===== src/rtl/btb_assoc.sv =====
// N-way set-associative branch target buffer.
// Each entry holds a 2-bit saturating predictor. Replacement is true LRU.
// A multi-cycle flush sequencer invalidates one set per cycle.
module btb_assoc #(
  parameter int unsigned NUM_SETS = 8,
  parameter int unsigned NUM_WAYS = 2,
  parameter int unsigned ADDR_W   = 32
) (
  input  logic              clk,
  input  logic              rst,
  input  logic              rd_en,
  input  logic [ADDR_W-1:0] rd_pc,
  output logic              rd_hit,
  output logic              rd_taken,
  output logic [ADDR_W-1:0] rd_target,
  input  logic              upd_valid,
  input  logic [ADDR_W-1:0] upd_pc,
  input  logic              upd_taken,
  input  logic [ADDR_W-1:0] upd_target,
  input  logic              flush_req,
  output logic              flush_busy
);

  localparam int unsigned IDX_W = $clog2(NUM_SETS);
  localparam int unsigned TAG_W = ADDR_W - 2 - IDX_W;
  localparam int unsigned AGE_W = (NUM_WAYS > 1) ? $clog2(NUM_WAYS) : 1;

  typedef logic [NUM_WAYS-1:0][AGE_W-1:0] age_t;
  typedef enum logic {StIdle, StFlush} fsm_e;

  logic [NUM_WAYS-1:0]             valid_q  [NUM_SETS];
  logic [NUM_WAYS-1:0]             valid_d  [NUM_SETS];
  logic [NUM_WAYS-1:0][TAG_W-1:0]  tag_q    [NUM_SETS];
  logic [NUM_WAYS-1:0][TAG_W-1:0]  tag_d    [NUM_SETS];
  logic [NUM_WAYS-1:0][ADDR_W-1:0] target_q [NUM_SETS];
  logic [NUM_WAYS-1:0][ADDR_W-1:0] target_d [NUM_SETS];
  logic [NUM_WAYS-1:0][1:0]        state_q  [NUM_SETS];
  logic [NUM_WAYS-1:0][1:0]        state_d  [NUM_SETS];
  age_t                            age_q    [NUM_SETS];
  age_t                            age_d    [NUM_SETS];
  fsm_e                            fsm_q, fsm_d;
  logic [IDX_W-1:0]                cnt_q, cnt_d;

  logic [IDX_W-1:0] rd_idx, upd_idx;
  logic [TAG_W-1:0] rd_tag, upd_tag;
  logic             rd_hit_raw, upd_hit, vic_found, upd_touch;
  logic [AGE_W-1:0] rd_way, upd_way, vic_way;
  logic             unused_pc_bits;

  assign rd_idx  = rd_pc[IDX_W+1:2];
  assign rd_tag  = rd_pc[ADDR_W-1:IDX_W+2];
  assign upd_idx = upd_pc[IDX_W+1:2];
  assign upd_tag = upd_pc[ADDR_W-1:IDX_W+2];
  assign unused_pc_bits = ^{rd_pc[1:0], upd_pc[1:0]};

  function automatic age_t init_ages();
    age_t a;
    for (int w = 0; w < NUM_WAYS; w++) a[w] = AGE_W'(w);
    return a;
  endfunction

  // Touched way becomes MRU; ways younger than its old age get one step older.
  function automatic age_t touch(age_t ages, logic [AGE_W-1:0] way);
    age_t res;
    for (int w = 0; w < NUM_WAYS; w++) begin
      if (AGE_W'(w) == way)        res[w] = '0;
      else if (ages[w] < ages[way]) res[w] = ages[w] + 1'b1;
      else                          res[w] = ages[w];
    end
    return res;
  endfunction

  // Gray-like ordering 00 -> 01 -> 11 -> 10 keeps bit 1 as the prediction.
  function automatic logic [1:0] step(logic [1:0] s, logic taken);
    logic [1:0] n;
    unique case (s)
      2'b00:   n = taken ? 2'b01 : 2'b00;
      2'b01:   n = taken ? 2'b11 : 2'b00;
      2'b11:   n = taken ? 2'b10 : 2'b01;
      default: n = taken ? 2'b10 : 2'b11;
    endcase
    return n;
  endfunction

  // Tag compare for the lookup and update ports, plus victim selection.
  always_comb begin
    rd_hit_raw = 1'b0;
    rd_way     = '0;
    upd_hit    = 1'b0;
    upd_way    = '0;
    vic_found  = 1'b0;
    vic_way    = '0;
    for (int w = 0; w < NUM_WAYS; w++) begin
      if (valid_q[rd_idx][w] && tag_q[rd_idx][w] == rd_tag) begin
        rd_hit_raw = 1'b1;
        rd_way     = AGE_W'(w);
      end
      if (valid_q[upd_idx][w] && tag_q[upd_idx][w] == upd_tag) begin
        upd_hit = 1'b1;
        upd_way = AGE_W'(w);
      end
      if (!vic_found && !valid_q[upd_idx][w]) begin
        vic_found = 1'b1;
        vic_way   = AGE_W'(w);
      end
    end
    if (!vic_found) begin
      for (int w = 0; w < NUM_WAYS; w++) begin
        if (age_q[upd_idx][w] == AGE_W'(NUM_WAYS - 1)) vic_way = AGE_W'(w);
      end
    end
  end

  // Lookup outputs are forced to zero while the flush sequencer runs.
  always_comb begin
    rd_hit     = rd_hit_raw && (fsm_q == StIdle);
    rd_taken   = rd_hit && state_q[rd_idx][rd_way][1];
    rd_target  = rd_hit ? target_q[rd_idx][rd_way] : '0;
    flush_busy = (fsm_q == StFlush);
  end

  // Next-state for the arrays, the LRU ages and the flush sequencer.
  always_comb begin
    valid_d   = valid_q;
    tag_d     = tag_q;
    target_d  = target_q;
    state_d   = state_q;
    age_d     = age_q;
    fsm_d     = fsm_q;
    cnt_d     = cnt_q;
    upd_touch = 1'b0;
    if (fsm_q == StIdle) begin
      // A flush request in the same cycle drops the update.
      if (upd_valid && !flush_req) begin
        if (upd_hit) begin
          state_d[upd_idx][upd_way] = step(state_q[upd_idx][upd_way], upd_taken);
          if (upd_taken) target_d[upd_idx][upd_way] = upd_target;
          age_d[upd_idx] = touch(age_q[upd_idx], upd_way);
          upd_touch      = 1'b1;
        end else if (upd_taken) begin
          valid_d[upd_idx][vic_way]  = 1'b1;
          tag_d[upd_idx][vic_way]    = upd_tag;
          target_d[upd_idx][vic_way] = upd_target;
          state_d[upd_idx][vic_way]  = 2'b11;
          age_d[upd_idx]             = touch(age_q[upd_idx], vic_way);
          upd_touch                  = 1'b1;
        end
      end
      // Update touch wins when both ports land in the same set.
      if (rd_en && rd_hit_raw && !(upd_touch && upd_idx == rd_idx)) begin
        age_d[rd_idx] = touch(age_q[rd_idx], rd_way);
      end
      if (flush_req) begin
        fsm_d = StFlush;
        cnt_d = '0;
      end
    end else begin
      valid_d[cnt_q] = '0;
      age_d[cnt_q]   = init_ages();
      cnt_d          = cnt_q + 1'b1;
      if (cnt_q == IDX_W'(NUM_SETS - 1)) fsm_d = StIdle;
    end
  end

  // State registers with synchronous reset.
  always_ff @(posedge clk) begin
    if (rst) begin
      for (int s = 0; s < NUM_SETS; s++) begin
        valid_q[s]  <= '0;
        tag_q[s]    <= '0;
        target_q[s] <= '0;
        state_q[s]  <= '0;
        age_q[s]    <= init_ages();
      end
      fsm_q <= StIdle;
      cnt_q <= '0;
    end else begin
      valid_q  <= valid_d;
      tag_q    <= tag_d;
      target_q <= target_d;
      state_q  <= state_d;
      age_q    <= age_d;
      fsm_q    <= fsm_d;
      cnt_q    <= cnt_d;
    end
  end

endmodule


===== config.mk =====
export PLATFORM = sky130hd
export DESIGN_NAME = btb_assoc
export DESIGN_NICKNAME = d
export VERILOG_FILES = /design/src/rtl/btb_assoc.sv
export SDC_FILE = /design/constraint.sdc
export NUM_CORES = 2
export LEC_CHECK = 0
export ABC_AREA = 1
export ABC_CLOCK_PERIOD_IN_PS = 4700
export CAP_MARGIN = 20
export CORE_MARGIN = 3
export CORE_UTILIZATION = 40
export CTS_CLUSTER_SIZE = 30
export DETAILED_ROUTE_END_ITERATION = 10
export PLACE_DENSITY = 0.57
export SETUP_SLACK_MARGIN = 0.02
export SLEW_MARGIN = 20
export SYNTH_ARGS = -nofsm -noshare
export SYNTH_HDL_FRONTEND = slang
export SYNTH_SLANG_ARGS = --single-unit
export TNS_END_PERCENT = 50

===== constraint.sdc =====
create_clock -name clk -period 4.7 [get_ports clk]
set_input_delay 1.41 -clock clk [delete_from_list [all_inputs] [get_ports clk]]
set_output_delay 1.41 -clock clk [all_outputs]
set_load 0.05 [all_outputs]

[Word level (Yosys, flattened, before mapping)]
Index checks and enable logic that the tools add are counted.
Word-level totals
  word-level logic and storage cells: 296
  register bits after elaboration: 1012
  output and inout bits: 35
Cells by class
  $add $sub $neg: 5
  $lt $le $gt $ge: 17
  reductions and logical operators: 28
  eq/ne operators: 9
  muxes and demuxes: 151
  bitwise operators: 12
Operators with widths (number)
  $mux 512: 3
  $bwmux 512: 2
  $bwmux 432: 1
  $demux 64 s3: 2
  $bmux 54 s3: 2
  $mux 54: 5
  $mux 64: 4
  $mux 32: 7
  $bmux 64 s3: 1
  $demux 54 s3: 1
  $mux 16: 10
  $eq 27x27->1: 4
  $demux 32 s1: 2
  $mux 1: 58
  $bwmux 16: 3
  $mux 2: 23
  $bwmux 32: 1
  $or 32x32->32: 1
  $demux 27 s1: 1
  $mux 27: 1
  $bmux 2 s3: 4
  $bmux 4 s3: 2
  $demux 2 s3: 4
  $demux 4 s3: 2
  31 further kinds: 78

[Logic depth before layout (Yosys ltp)]
  depth in word-level cells: 27
  mapped depth: 27
  mapped depth without buffers: 24

[Worst setup path before layout]
Ideal clock, no wire load.
  path kind: input-to-output
  start: input rd_pc[2]
  end: output rd_target[14]
  stages: 18
  required time: 3.290 ns
  arrival time: 5.316 ns
  path slack: -2.026 ns
  cell sequence: buf_2 -> buf_2 -> nand3_1 -> buf_2 -> o22ai_1 -> nor2_1 -> nand2_1 -> nand2_1 -> nand2_1 -> nand2_1 -> nor2_1 -> nand3_1 -> nor2_4 -> nor2_1 -> nor2_1 -> inv_1 -> buf_1 -> a211oi_1
Between the ends
  longest elaborated chain between the ends: 10
  elaborated cells between the ends (all ways): 21
  those cells by class: 2 x eq/ne; 15 x mux; 1 x bitwise; 3 x reduce/logical
Ends and longest elaborated chain
  start, declared: RTL line 12  | input logic [ADDR_W-1:0] rd_pc,
  $not 3->4 (implied by the code) (*): RTL line 94  | if (valid_q[rd_idx][w] && tag_q[rd_idx][w] == rd_tag) begin
  $bmux 54 s3: RTL line 94
  $mux 54 (implied by the code) (2 in a row): RTL line 94
  $eq 27x27->1: RTL line 94
  $logic_and 1x1->1: RTL line 94
  $mux 1: RTL line 94
  $mux 1 (*): RTL line 94
  $logic_and 1x1->1 (*): RTL line 116  | rd_hit = rd_hit_raw && (fsm_q == StIdle);
  net rd_hit: RTL line 13  | output logic rd_hit,
  $mux 32 (*): RTL line 118  | rd_target = rd_hit ? target_q[rd_idx][rd_way] : '0;
  end, declared: RTL line 15  | output logic [ADDR_W-1:0] rd_target,
Mark *: on every way through the listed nets, which the timed path passes. The rest lies on a longest branch. The select of a mux whose other input is x is not followed.

[Worst setup path after layout]
  start: input rd_pc[2]
  end: output rd_target[26]
Between the ends
  longest elaborated chain between the ends: 10
  elaborated cells between the ends (all ways): 21
  those cells by class: 2 x eq/ne; 15 x mux; 1 x bitwise; 3 x reduce/logical
Ends and longest elaborated chain (RTL line)
  $not 3->4 (implied by the code) (*): 94, 118
  $bmux 54 s3: 94
  $mux 54 (implied by the code) (2 in a row): 94
  $eq 27x27->1: 94
  $logic_and 1x1->1: 94
  $mux 1: 94
  $mux 32 (implied by the code) or $mux 1 (tied branches): 118, 94
  $mux 32 (implied by the code) or $logic_and 1x1->1 (tied branches): 118, 116
  $mux 32 (*): 118
Every way passes the cells marked *; elsewhere a longest branch is shown, timed or not. The select of a mux whose other input is x is not followed.

==> flow_summary.ini <==
[run_status]
status = complete, but fails checks
violations = setup timing

[critical_path]
path_cells = buf_16, bufbuf_16, o21ai_4, buf_6, nand2_1, buf_4, nand2_1, nand2_1, nand3_2, nand2_1, nor2_1, nand2_1, nor2_2, nand2_2, nor2_4, nor2_4, nor2_4, buf_12, inv_16, buf_8, a211oi_4, buf_12
critical_path_class = primary input to output pin
crit_required_ns = 3.29
regToRegEndpoint = tag_q[122]$_SDFFE_PP0P_
worst-path-buf-inv = 8
path_delay_family = buffers and inverters
r2r_cells = 23
crit_fanout = 8
r2r-start = tag_q[325]$_SDFFE_PP0P_
cp_slowest_stage_delay_ns = 0.30
ff2ff_setup_slack_ns = 1.32
startpoint_type = primary input
cp-end-kind = output pin
worst_ep_arrival_time_ns = 4.26
cp_slowest_cell = bufbuf_16
path_common_cell = nand2_1

[logic_synthesis]
synthCells = 7950
synth_xor_area_frac = 0.00200
synth_top_area_share = 0.390
synth_cell_types = 53
yosysSeqAreaShare = 0.390
synth_ff_type = dfxtp_1
synth-adder-area-share = 0.000481
synthTopCellsByCount = nand2_1, a21oi_1, dfxtp_1
synth_largest_area_cell = dfxtp_1
yosys.area_share.simple = 0.256
synthesis.nets = 8054
synth-seq-cells = 1012
synthArstFlopShare = 0
synth.most_common_cell = nand2_1
synth_compound_area_frac = 0.248
avgSynthCellArea_um2 = 6.54
synth_area_leaders = dfxtp_1, nand2_1, a21oi_1, o21ai_0, nand3_1
synth_edf_count = 0
yosysWarnings = 0
syn-cell-area_mm2 = 0.0520
synthMuxAreaShare = 0.000193
synth_top_family_by_area = simple AND/OR/NAND/NOR gates

[clock_tree]
cts_made_buffers = 113
htree_num_levels = 3
ctsRootBufferMaster = clkbuf_16
cts.sinks = 1012
cts_max_path_buffers = 3
worstSkewPairLatency_ns = 0.79
cts_tree = yes
hold_buffers = 0
clkTransAtPathRegs_ns = 0.06

[job]
cap_violations = 0

[sta]
setup_tns_ns = -31.31
hold_violations = 0
final_max_slew_viol_count = 0
holdWs_ns = 0.448
fmaxAchievable_ghz = 0.176
slew_headroom = 0.291
period_minus_slack_ns = 5.67
fin_ws_ns = -0.974
fin_skew_ns = 0.0621
worstMarginPinSlew_ns = 1.06
finalSetupViolations = 34
rsz0062_at_grt = yes
final.period_utilization = 1.21

[floorplanning]
die_y_um = 366
dieWidth_um = 366
coreArea_mm2 = 0.128
row_count = 131
initial_utilization = 0.405
dieArea_mm2 = 0.134
ios = 137

[power]
p_per_area_mw_per_mm2 = 312
ir_drop_v = 0.000336
p_leak_nw = 26.1
p_total_mw = 20.5

[hold_path]
worstHoldStart = target_q[31]$_SDFFE_PP0P_
hold_path.class = flop to flop
hold_end = target_q[31]$_SDFFE_PP0P_
whs_path_depth = 2

[grt]
antenna_found_initial = 8
grt_remaining_overflow = 0
grt_pass1_wl_um = 347000
grt_use_total = 0.336
grt_max_degree = 184
first_global_vias = 53100

[routing]
drc = 0
wl_per_cell_um = 23.6
wl_um = 238000
vias = 57400
antenna_left = 0
dr.pass1.iters = 8
drt-initial-drc-count = 7029
vias_per_cell = 5.69

[placement]
dpl.hpwl_um = 158000
dp.cells = 9820
gp_congestion = 1.05
io_buffers = 132

[finish]
area_growth_pct = 26.3
nets = 8359
drive_above_1_share = 0.142
fin_cells = 10100
multi_input_area_mm2 = 0.0271
seq_area_mm2 = 0.0203
fillers = 12700
==> worst max path at each step <==
| stage | depth (start not counted) | startpoint | slack [ns] | end |
|---|---|---|---|---|
| finish | 22 | rd_pc[2] | -0.97 | rd_target[26] |
| global route | 22 | rd_pc[2] | -1.08 | rd_target[26] |
| CTS | 23 | rd_pc[4] | -0.95 | rd_target[17] |
| detailed placement | 19 | rd_pc[3] | -1.40 | rd_target[22] |
| global placement | 20 | rd_pc[2] | -1.43 | rd_target[17] |
| floorplan | 20 | rd_pc[2] | -0.64 | rd_target[14] |
==> timing repair <==
| action | 4_1_cts | 5_1_grt |
|---|---|---|
| gates cloned | 3 | 8 |
| pin swaps | 30 | 66 |
| buffers inserted | 28 | 12 |
| resized for setup | 114 | 123 |
| setup endpoints to repair | 34 | 34 |
==> cell type report <==
| type | instances | share of cell area |
|---|---|---|
| Antenna cell | 6 | 0.000229 |
| Clock buffer | 163 | 0.0501 |
| Clock inverter | 49 | 0.00980 |
| Inverter | 644 | 0.0380 |
| Multi-Input combinational cell | 5625 | 0.413 |
| Sequential cell | 1012 | 0.309 |
| Tap cell | 1729 | 0.0330 |
| Timing Repair Buffer | 858 | 0.147 |
| Timing Repair inverter | 1 | 0.000172 |
==> logic make-up (layout without fill, tap and decap cells) <==
family	Yosys count	after routing
AOI/OAI and AO/OA	2400	2400
xor gates and xnor gates	11	11
adders and majority gates	2	2
buffers and inverters	1313	1715
DFF	1012	1012
muxes	1	1
other	0	6
and+or+nand+nor	3211	3211
==> placed cells by master, fill, tap and decap left out, types with 36 or more instances in the layout <==
| cell type | Yosys | final |
|---|---|---|
| a211oi_1 | 53 | 41 |
| a21oi_1 | 1014 | 1011 |
| buf_12 | 0 | 195 |
| buf_4 | 30 | 514 |
| clkbuf_16 | 0 | 122 |
| clkdlybuf4s50_1 | 0 | 91 |
| dfxtp_1 | 1012 | 1012 |
| inv_1 | 627 | 618 |
| nand2_1 | 2127 | 2079 |
| nand2_2 | 14 | 60 |
| nand3_1 | 601 | 584 |
| nand4_1 | 42 | 42 |
| nor2_1 | 319 | 271 |
| nor2_4 | 5 | 36 |
| o211ai_1 | 44 | 44 |
| o21ai_0 | 874 | 773 |
| o21ai_1 | 88 | 182 |
| o22ai_1 | 235 | 233 |
==> per-layer routing <==
layer	global-route usage	share of wire
met1	0.435	0.41
met2	0.547	0.45
met3	0.0572	0.088
met4	0.156	0.052
met5	0	0
==> metrics by stage <==
stage / cell area [um2] / setup WS, ns / utilization
CTS: 65000 / -0.946 / 0.506
global route: 65600 / -1.08 / 0.511
global placement: 60300 / -1.43 / 0.470
finish: 65600 / -0.974 / 0.511
floorplan: 52600 / -0.641 / -
detailed placement: 60300 / -1.40 / 0.470
==> registers in the layout (all words and copies together) (netlist names) <==
signal	count
flush_busy	1
cnt_q	3
target_q	512
state_q	32
tag_q	432
age_q	16
valid_q	16
==> worst min-delay path, delay by kind of cell (launching register included) <==
kind | cells | cell delay [ns]
buffers and inverters | 1 | 0.04
flip-flops | 1 | 0.31
AO/OA/AOI/OAI | 1 | 0.05
==> power by group <==
group | switching, mW | internal (mW) | total [mW]
sequential | 0.0372 | 8.63 | 8.67
clock | 4.01 | 5.43 | 9.44
combinational | 1.56 | 0.823 | 2.38
total | 5.61 | 14.9 | 20.5
Power figures use the tool's default switching activity.
